===== config.mk =====
export PLATFORM = sky130hd
export DESIGN_NAME = pkt_buf_wr
export DESIGN_NICKNAME = d
export VERILOG_FILES = /design/src/rtl/pkt_buf_wr_pkg.sv /design/src/rtl/pkt_buf_wr_free_pool.sv /design/src/rtl/pkt_buf_wr.sv
export SDC_FILE = /design/constraint.sdc
export NUM_CORES = 1
export LEC_CHECK = 0
export CORE_MARGIN = 2
export CORE_UTILIZATION = 40
export DETAILED_ROUTE_END_ITERATION = 10
export HOLD_SLACK_MARGIN = 0.06
export PLACE_DENSITY_LB_ADDON = 0.25
export SKIP_CTS_REPAIR_TIMING = 1
export SLEW_MARGIN = 25
export SYNTH_ARGS = -nofsm -noshare
export SYNTH_HDL_FRONTEND = slang
export SYNTH_HIERARCHICAL = 1
export SYNTH_SLANG_ARGS = --single-unit

===== constraint.sdc =====
create_clock -name clk -period 4.8 [get_ports clk]
set_clock_uncertainty 0.1 [all_clocks]
set_input_delay 0.96 -clock clk [delete_from_list [all_inputs] [get_ports clk]]
set_output_delay 0.96 -clock clk [all_outputs]
set_load 0.05 [all_outputs]

===== src/rtl/pkt_buf_wr_pkg.sv =====
// Shared constants and state encoding for the packet buffer-write stage.
package pkt_buf_wr_pkg;

   localparam int DATA_W = 134;
   localparam int ID_W   = 8;

   localparam logic [1:0] HEAD = 2'b01;
   localparam logic [1:0] MID  = 2'b11;
   localparam logic [1:0] TAIL = 2'b10;

   typedef enum logic [1:0] {
      S_IDLE  = 2'd0,
      S_WRITE = 2'd1,
      S_DROP  = 2'd2
   } pbw_state_e;

endpackage


===== src/rtl/pkt_buf_wr_free_pool.sv =====
// Free-buffer bitmap with lowest-set-bit allocation, release and count.
module pbw_free_pool
   import pkt_buf_wr_pkg::*;
#(
   parameter int BUF_NUM = 16,
   parameter int BUF_AW  = 4
) (
   input  logic              clk,
   input  logic              rst_n,
   input  logic              alloc_i,
   input  logic              free_i,
   input  logic [BUF_AW-1:0] free_idx_i,
   input  logic              rel_wr_i,
   input  logic [ID_W-1:0]   rel_id_i,
   output logic              avail_o,
   output logic [BUF_AW-1:0] alloc_idx_o,
   output logic [4:0]        count_o
);

   localparam logic [ID_W-1:0] NUM_ID = ID_W'(BUF_NUM);
   localparam logic [5:0]      NUM_C  = 6'(BUF_NUM);

   logic [BUF_NUM-1:0] map_q, map_d;
   logic [4:0]         cnt_q, cnt_d;
   logic [BUF_AW-1:0]  rel_idx;
   logic               rel_ok;
   logic               do_alloc;
   logic [5:0]         sum;

   assign avail_o  = |map_q;
   assign do_alloc = alloc_i & avail_o;
   assign rel_idx  = rel_id_i[BUF_AW-1:0];
   assign count_o  = cnt_q;

   always_comb begin
      alloc_idx_o = '0;
      for (int i = BUF_NUM - 1; i >= 0; i--) begin
         if (map_q[i]) alloc_idx_o = BUF_AW'(i);
      end
   end

   // A release of the ID being freed as bad this cycle would count twice.
   always_comb begin
      rel_ok = 1'b0;
      if (rel_wr_i && (rel_id_i < NUM_ID)) begin
         rel_ok = !map_q[rel_idx] &&
                  !(free_i && (free_idx_i == rel_idx));
      end
   end

   always_comb begin
      map_d = map_q;
      if (do_alloc) map_d[alloc_idx_o] = 1'b0;
      if (free_i)   map_d[free_idx_i]  = 1'b1;
      if (rel_ok)   map_d[rel_idx]     = 1'b1;
      sum = {1'b0, cnt_q} + 6'(free_i) + 6'(rel_ok)
            - 6'(do_alloc);
      cnt_d = (sum > NUM_C) ? 5'(BUF_NUM) : sum[4:0];
   end

   always_ff @(posedge clk) begin
      if (!rst_n) begin
         map_q <= {BUF_NUM{1'b1}};
         cnt_q <= 5'(BUF_NUM);
      end else begin
         map_q <= map_d;
         cnt_q <= cnt_d;
      end
   end

endmodule


===== src/rtl/pkt_buf_wr.sv =====
// Buffer-write stage: allocates buffers, writes lines, commits or drops.
// Define PKT_BUF_WR_STAT_EN to build the drop/commit counters.
module pkt_buf_wr
   import pkt_buf_wr_pkg::*;
#(
   parameter int BUF_NUM = 16,
   parameter int BUF_AW  = 4,
   parameter int LINE_AW = 7
) (
   input  logic                      clk,
   input  logic                      rst_n,
   input  logic [DATA_W-1:0]         in_pbw_data,
   input  logic                      in_pbw_data_wr,
   input  logic                      in_pbw_valid,
   input  logic                      in_pbw_valid_wr,
   output logic [ID_W-1:0]           out_pbw_ID,
   output logic [4:0]                out_pbw_ID_count,
   output logic [BUF_AW+LINE_AW-1:0] out_pbw_mem_addr,
   output logic [DATA_W-1:0]         out_pbw_mem_data,
   output logic                      out_pbw_mem_wr,
   output logic [ID_W-1:0]           out_pbw_commit_ID,
   output logic [LINE_AW:0]          out_pbw_commit_len,
   output logic                      out_pbw_commit_wr,
   input  logic [ID_W-1:0]           in_pbw_rel_ID,
   input  logic                      in_pbw_rel_wr,
   output logic [15:0]               out_pbw_drop_cnt,
   output logic [15:0]               out_pbw_commit_cnt
);

   localparam int AW = BUF_AW + LINE_AW;

   pbw_state_e          state_q, state_d;
   logic [BUF_AW-1:0]   idx_q, idx_d;
   logic [LINE_AW:0]    line_q, line_d;
   logic                ovf_q, ovf_d;
   logic [ID_W-1:0]     id_q, id_d;
   logic [AW-1:0]       addr_q, addr_d;
   logic [DATA_W-1:0]   data_q, data_d;
   logic                wr_q, wr_d;
   logic [ID_W-1:0]     cid_q, cid_d;
   logic [LINE_AW:0]    clen_q, clen_d;
   logic                cwr_q, cwr_d;

   logic                alloc, bfree, avail;
   logic                drop_inc, commit_inc;
   logic [BUF_AW-1:0]   alloc_idx;
   logic [1:0]          flags;
   logic                is_head, is_tail, full;

   assign flags   = in_pbw_data[DATA_W-1 -: 2];
   assign is_head = in_pbw_data_wr && (flags == HEAD);
   assign is_tail = in_pbw_data_wr && (flags == TAIL);
   assign full    = line_q[LINE_AW];

   pbw_free_pool #(
      .BUF_NUM(BUF_NUM),
      .BUF_AW (BUF_AW)
   ) u_pool (
      .clk        (clk),
      .rst_n      (rst_n),
      .alloc_i    (alloc),
      .free_i     (bfree),
      .free_idx_i (idx_q),
      .rel_wr_i   (in_pbw_rel_wr),
      .rel_id_i   (in_pbw_rel_ID),
      .avail_o    (avail),
      .alloc_idx_o(alloc_idx),
      .count_o    (out_pbw_ID_count)
   );

   always_comb begin
      state_d    = state_q;
      idx_d      = idx_q;
      line_d     = line_q;
      ovf_d      = ovf_q;
      id_d       = id_q;
      addr_d     = addr_q;
      data_d     = data_q;
      wr_d       = 1'b0;
      cid_d      = cid_q;
      clen_d     = clen_q;
      cwr_d      = 1'b0;
      alloc      = 1'b0;
      bfree      = 1'b0;
      drop_inc   = 1'b0;
      commit_inc = 1'b0;
      unique case (state_q)
         S_IDLE: begin
            if (is_head && avail) begin
               alloc   = 1'b1;
               idx_d   = alloc_idx;
               id_d    = ID_W'(alloc_idx);
               addr_d  = {alloc_idx, {LINE_AW{1'b0}}};
               data_d  = in_pbw_data;
               wr_d    = 1'b1;
               line_d  = (LINE_AW+1)'(1);
               ovf_d   = 1'b0;
               state_d = S_WRITE;
            end else if (is_head) begin
               drop_inc = 1'b1;
               state_d  = S_DROP;
            end
         end
         S_WRITE: begin
            // A head before the tail truncates the packet; it is not taken.
            if (is_head) begin
               bfree    = 1'b1;
               drop_inc = 1'b1;
               state_d  = S_IDLE;
            end else if (in_pbw_data_wr) begin
               if (full) begin
                  ovf_d = 1'b1;
               end else begin
                  wr_d   = 1'b1;
                  addr_d = {idx_q, line_q[LINE_AW-1:0]};
                  data_d = in_pbw_data;
                  line_d = line_q + 1'b1;
               end
               if (is_tail) begin
                  state_d = S_IDLE;
                  if (in_pbw_valid_wr && in_pbw_valid &&
                      !full && !ovf_q) begin
                     cwr_d      = 1'b1;
                     cid_d      = id_q;
                     clen_d     = line_q + 1'b1;
                     commit_inc = 1'b1;
                  end else begin
                     bfree    = 1'b1;
                     drop_inc = 1'b1;
                  end
               end
            end
         end
         S_DROP: begin
            if (is_tail) state_d = S_IDLE;
         end
         default: state_d = S_IDLE;
      endcase
   end

   always_ff @(posedge clk) begin
      if (!rst_n) begin
         state_q <= S_IDLE;
         idx_q   <= '0;
         line_q  <= '0;
         ovf_q   <= 1'b0;
         id_q    <= '0;
         addr_q  <= '0;
         data_q  <= '0;
         wr_q    <= 1'b0;
         cid_q   <= '0;
         clen_q  <= '0;
         cwr_q   <= 1'b0;
      end else begin
         state_q <= state_d;
         idx_q   <= idx_d;
         line_q  <= line_d;
         ovf_q   <= ovf_d;
         id_q    <= id_d;
         addr_q  <= addr_d;
         data_q  <= data_d;
         wr_q    <= wr_d;
         cid_q   <= cid_d;
         clen_q  <= clen_d;
         cwr_q   <= cwr_d;
      end
   end

   assign out_pbw_ID         = id_q;
   assign out_pbw_mem_addr   = addr_q;
   assign out_pbw_mem_data   = data_q;
   assign out_pbw_mem_wr     = wr_q;
   assign out_pbw_commit_ID  = cid_q;
   assign out_pbw_commit_len = clen_q;
   assign out_pbw_commit_wr  = cwr_q;

`ifdef PKT_BUF_WR_STAT_EN
   logic [15:0] drop_cnt_q, commit_cnt_q;

   always_ff @(posedge clk) begin
      if (!rst_n) begin
         drop_cnt_q   <= '0;
         commit_cnt_q <= '0;
      end else begin
         if (drop_inc)   drop_cnt_q   <= drop_cnt_q + 1'b1;
         if (commit_inc) commit_cnt_q <= commit_cnt_q + 1'b1;
      end
   end

   assign out_pbw_drop_cnt   = drop_cnt_q;
   assign out_pbw_commit_cnt = commit_cnt_q;
`else
   logic unused_stat;
   assign unused_stat        = drop_inc ^ commit_inc;
   assign out_pbw_drop_cnt   = '0;
   assign out_pbw_commit_cnt = '0;
`endif

endmodule


* Yosys cells after proc, flatten, opt, wreduce, memory -nomap -nowiden *
Index checks and enable logic that the tools add are counted.

word-level totals
  word-level logic and storage cells = 140
  output and inout port bits = 208
  bits in registers = 195

operators by class
  $add $sub $neg = 4
  order comparisons = 8
  muxes and demuxes = 66
  eq/ne operators = 12
  bitwise operators = 10
  reductions and logical operators = 27

operators by type and width
  operator                                                           number
  two-way mux 134 bit                                                4
  case mux 134 bit (2 select lines)                                  1
  two-way mux 4 bit                                                  16
  two-way mux 16 bit                                                 3
  two-way mux 11 bit                                                 4
  two-way mux 8 bit                                                  4
  OR 16 bit                                                          2
  case mux 11 bit (2 select lines)                                   1
  two-way mux 1 bit                                                  20
  bitwise AND 16 bit                                                 1
  inverter 16 bit                                                    1
  case mux 8 bit (2 select lines)                                    1
  OR reduction 16 bit                                                1
  less-than comparator 4 x 5 -> 1 bit, second input constant         3
  AND reduction 5 bit                                                3
  demux 1 bit (select 4 bit)                                         3
  greater-or-equal comparator 4 x 1 -> 1 bit, second input constant  3
  logical AND 1 bit                                                  12
  two-way mux 2 bit                                                  5
  inequality test 2 bit, second input constant                       5
  adder 8 x 1 -> 8 bit, second input constant                        1
  less-than comparator 8 x 5 -> 1 bit, second input constant         1
  adder 5 x 1 -> 6 bit                                               1
  adder 6 x 1 -> 6 bit                                               1
  18 further kinds                                                   30

* Logic depth before layout (Yosys ltp) *
  depth in word-level cells = 27
  gate-level depth with buffers = 20
  depth with buffers taken out = 19

* By module *
Netlist, hierarchy kept.

modules (own cells, without submodules)
  module         cells each  times used  area each (µm²)
  pkt_buf_wr     806         1           6,540.0
  pbw_free_pool  209         1           1,654.1

* Least setup slack after synthesis *
No wires, ideal clock.

  path kind = input to register
  start = input port in_pbw_data[133]
  end = register u_pool.cnt_q[2] (netlist: u_pool/count_o[2])
  stages on the path = 17
  path buffers = 2
  library setup time = 0.118 ns
  required time = 4.582 ns
  data arrival time = 3.457 ns
  setup slack = 1.125 ns
  cells stage by stage = nand2b_1 buf_2 or2_2 clkbuf_1 inv_1 inv_1 a31oi_1 ha_1 fa_1 inv_1 fa_1 nand2_1 nand2_1 a21oi_1 xor2_1 nand3_1 nor2_1

RTL lines
  what                          line                        RTL
  start: declaration            pkt_buf_wr.sv:12            input logic [DATA_W-1:0] in_pbw_data,
  == test 2 x 1 -> 1 bit *      pkt_buf_wr.sv:51            assign is_head = in_pbw_data_wr && (flags == HEAD);
  logical AND 1 bit *           pkt_buf_wr.sv:51
  logical AND 1 bit *           pkt_buf_wr.sv:89            if (is_head && avail) begin
  two-way mux 1 bit *           pkt_buf_wr.sv:89
  two-way mux 1 bit *           pkt_buf_wr.sv:87            unique case (state_q)
  via alloc                     pkt_buf_wr.sv:44            logic alloc, bfree, avail;
  bitwise AND 1 bit *           pkt_buf_wr_free_pool.sv:31  assign do_alloc = alloc_i & avail_o;
  subtractor 6 x 1 -> 6 bit *   pkt_buf_wr_free_pool.sv:57  - 6'(do_alloc);
  > comparator 6 x 5 -> 1 bit   pkt_buf_wr_free_pool.sv:58  cnt_d = (sum > NUM_C) ? 5'(BUF_NUM) : sum[4:0];
  OR reduction 2 bit (no line)  n/a
  end signal: assignment        pkt_buf_wr_free_pool.sv:64  cnt_q <= 5'(BUF_NUM);
  end signal: assignment        pkt_buf_wr_free_pool.sv:67  cnt_q <= cnt_d;
  end: declaration              pkt_buf_wr_free_pool.sv:24  logic [4:0] cnt_q, cnt_d;

Mark *: on every way through the listed nets, which the timed path passes. The rest lies on a longest branch.
A chain may end at the register's enable or synchronous reset.

* Worst setup path after layout *
  start = register u_pool.map_q[3]
  end = register u_pool.cnt_q[2] (netlist: u_pool/count_o[2])

RTL lines
  what                          line                        RTL
  start: declaration            pkt_buf_wr_free_pool.sv:23  logic [BUF_NUM-1:0] map_q, map_d;
  start signal: assignment      pkt_buf_wr_free_pool.sv:63  map_q <= {BUF_NUM{1'b1}};
  start signal: assignment      pkt_buf_wr_free_pool.sv:66  map_q <= map_d;
  OR reduction 16 bit *         pkt_buf_wr_free_pool.sv:30  assign avail_o = |map_q;
  via avail                     pkt_buf_wr.sv:44
  logical AND 1 bit *           pkt_buf_wr.sv:89
  two-way mux 1 bit *           pkt_buf_wr.sv:89
  two-way mux 1 bit *           pkt_buf_wr.sv:87
  via alloc                     pkt_buf_wr.sv:44
  bitwise AND 1 bit *           pkt_buf_wr_free_pool.sv:31
  subtractor 6 x 1 -> 6 bit *   pkt_buf_wr_free_pool.sv:57
  > comparator 6 x 5 -> 1 bit   pkt_buf_wr_free_pool.sv:58
  OR reduction 2 bit (no line)  n/a

Mark *: on every way through the listed nets, which the timed path passes. The rest lies on a longest branch. The select of a mux whose other input is x is not followed.

==> flow_summary.json <==
{
  "vias": 7644,
  "hold_viol_final": 0,
  "initial_core_util": 0.4063,
  "rows": 52,
  "viasPerCell": 4.838,
  "drv_cap": 0,
  "die_area_um2": 21650,
  "grt_pass1_vias": 7198,
  "fmax_ghz": 0.2515,
  "cts_buffers": 17,
  "first_iter_violations": 344,
  "fin_nets": 1454,
  "grt_max_degree": 87,
  "diodes": 0,
  "met2_usage": 0.3666,
  "final_max_slew_viol_count": 0,
  "max-vdd-ir-drop_uv": 287.1,
  "synth_seq_cells": 195,
  "grt_busiest_layer": "met2",
  "wl_per_cell_um": 15.33,
  "clock_latency_ns": 0.42,
  "run_status": "finished clean",
  "cts_root_buf": "clkbuf_16",
  "ys_types": 63,
  "io_pins": 356,
  "gp_congestion": 0.9025,
  "final.setup.tns_ns": 0,
  "crit_buf_inv": 3,
  "drc": 0,
  "crit_path_top_delay_cell": "nor4_2",
  "synth-async-reset-ratio": 0,
  "grt_pass1_wl_um": 38130,
  "cpPeakStageDelay_ns": 0.61,
  "synth.area.top_cells": "dfxtp_1 (48%), nand2_1 (14%), a21oi_1 (9.3%), buf_4 (3.7%), nor2_1 (2.1%)",
  "hpwl_um": 17300,
  "drive_gt1_frac": 0.04504,
  "synthCells": 1015,
  "worst_slew_pin_slew_ns": 0.9407,
  "cp_max_fo": 10,
  "fill_cells": 1827,
  "grt_use_met3": 0.07391,
  "antenna_found_initial": 0,
  "grt.overflow.total": 0,
  "cp_cell_sequence": "nor4_2 -> nand3_1 -> nand4bb_1 -> or2_2 -> inv_1 -> inv_1 -> a31oi_1 -> ha_1 -> fa_1 -> inv_1 -> fa_1 -> nand2_1 -> nand2_1 -> a21oi_1 -> xor2_1 -> nand3_1 -> nor2_1",
  "ys.flop_type": "dfxtp_1",
  "slew-limit-headroom": 0.3729,
  "fp.coreArea_um2": 20170,
  "cts_tree": "yes",
  "hold_path.class": "flop to flop",
  "clockBufferDepth": 2,
  "cts.sinks": 195,
  "worstPathArrival_ns": 4.24,
  "clk_pin_slew_ns": 0.07,
  "critical_path_class": "flop to flop",
  "fin_total_pwr_mw": 3.859,
  "area_delta_synth_final_pct": 45.50,
  "setup_viol": 0,
  "finalCritPeriodShare": 0.8284,
  "start_kind": "flop",
  "grt_use_met1": 0.2670,
  "drt_wl_total_um": 24230,
  "holdWs_ns": 0.3493,
  "synthesis.area_um2": 8194,
  "die_x_um": 147.1,
  "port-buffer-count": 315,
  "synth-edff-count": 0,
  "p_per_area_nw_per_um2": 323.7,
  "ant_nets": 0,
  "grt_usage": 0.2195,
  "yosysWarnings": 6,
  "first_pass_iters": 5,
  "cts.htree.levels": 4,
  "endpoint_kind": "flop",
  "critPathTopFamily": "simple AND/OR/NAND/NOR gates",
  "rsz0062_at_grt": "false",
  "synth_top_area_cell": "dfxtp_1",
  "die_y_um": 147.1,
  "post-route-min-period_ns": 3.977,
  "crit_path_frequent_cell": "inv_1",
  "ys_seq_area_frac": 0.4764,
  "required_ns": 5.06,
  "syn_avg_cell_area_um2": 8.073,
  "yosysTopAreaCellShare": 0.4764,
  "power.leakage_nw": 4.257
}
## logic make-up after synthesis
logic type               Yosys count  synth area share
AO/OA/AOI/OAI                    232            0.1657
XOR/XNOR                          13           0.01390
adder cells (fa/ha/maj)            9           0.01557
buffers and inverters            123           0.07986
flip-flops                       195            0.4764
multiplexers                      19           0.02687
other                              1         0.0004576
AND/OR/NAND/NOR                  423            0.2213
## Yosys cell counts, drive strengths merged, types with 3 or more instances
cell type  instances
o21ai             26
dfxtp            195
a22oi              7
nor4               5
nor2b              5
a221o             11
nand2            300
or3                4
xnor2              6
nand2b            12
nand3b             4
mux2i             17
inv               21
nor3              16
and3               4
a31oi              4
ha                 7
nand3             16
clkbuf            30
a211oi            10
nand4bb            3
a21oi            153
xor2               7
nor2              46
buf               71
## registers in the layout, indices dropped and copies added, names as in the netlist
register            cells
out_pbw_commit_len      8
idx_q                   4
out_pbw_commit_wr       1
out_pbw_mem_addr       11
state_q                 2
ovf_q                   1
u_pool/map_q           16
out_pbw_mem_wr          1
u_pool/count_o          5
line_q                  8
out_pbw_mem_data      134
out_pbw_commit_ID       4
## power by group
| group | switching [mW] | internal (mW) | leakage (nW) | total (mW) |
|---|---|---|---|---|
| combinational | 0.493 | 0.282 | 2.40 | 0.774 |
| sequential | 0.0334 | 1.68 | 1.58 | 1.71 |
| clock | 0.682 | 0.689 | 0.271 | 1.37 |
| total | 1.21 | 2.65 | 4.26 | 3.86 |
## through the flow
stage	instances	util	instance area, µm²	setup slack [ns]
2_1_floorplan	1054	-	8341	1.125
3_3_place_gp	1548	0.5629	11350	0.5285
3_5_place_dp	1548	0.5629	11350	0.4113
4_1_cts	1580	0.5911	11920	0.8748
5_1_grt	1580	0.5911	11920	0.5152
6_report	1580	0.5911	11920	0.8235
## worst register-to-register path: stages, from the launching register on
cell	delay, ns
dfxtp_1	0.40
nor4_2	0.61
nand3_1	0.24
nand4bb_1	0.25
or2_2	0.22
inv_1	0.16
inv_1	0.12
a31oi_1	0.05
ha_1	0.33
fa_1	0.18
inv_1	0.05
fa_1	0.39
nand2_1	0.07
nand2_1	0.05
a21oi_1	0.17
xor2_1	0.16
nand3_1	0.19
nor2_1	0.16
## final timing paths
| path | from | end | slack [ns] | depth (start not counted) |
|---|---|---|---|---|
| worst max register to register | u_pool/map_q[3] | u_pool/count_o[2] | 0.82 | 17 |
| worst max-delay path | u_pool/map_q[3] | u_pool/count_o[2] | 0.82 | 17 |
| worst min register to register | out_pbw_mem_data[104] | out_pbw_mem_data[104] | 0.35 | 2 |
| worst min-delay path | out_pbw_mem_data[104] | out_pbw_mem_data[104] | 0.35 | 2 |
## placed cells by master, fill, tap and decap left out, types with 9 or more instances in the layout
master / count
a221o_1: 10
conb_1: 40
a211oi_1: 10
clkdlybuf4s50_1: 315
dfxtp_1: 195
inv_1: 21
nand2_1: 300
o21ai_0: 26
clkbuf_16: 17
nor3_1: 14
nand3_1: 16
buf_4: 9
nand2b_1: 12
mux2i_1: 16
a21oi_1: 153
nor2_1: 46
## layout make-up
cell class | instances | area (µm²) | share of cell area
clock inverters | 15 | 143.9 | 0.01207
clock buffers | 17 | 425.4 | 0.03568
inverters | 22 | 85.08 | 0.007136
well taps | 270 | 337.8 | 0.02833
repair buffers | 325 | 3241 | 0.2718
multi-input cells | 736 | 3786 | 0.3176
flip-flops and latches | 195 | 3904 | 0.3274
## layer usage
metal  routed length [µm]  vias up  share of wire
met2                11740      286           0.48
met5                    0        -              0
li1                     -     3883              -
met4                  386        0          0.016
met3                 2072       26          0.086
met1                10030     3449           0.41
No activity file was read; power rests on OpenSTA's default activity.
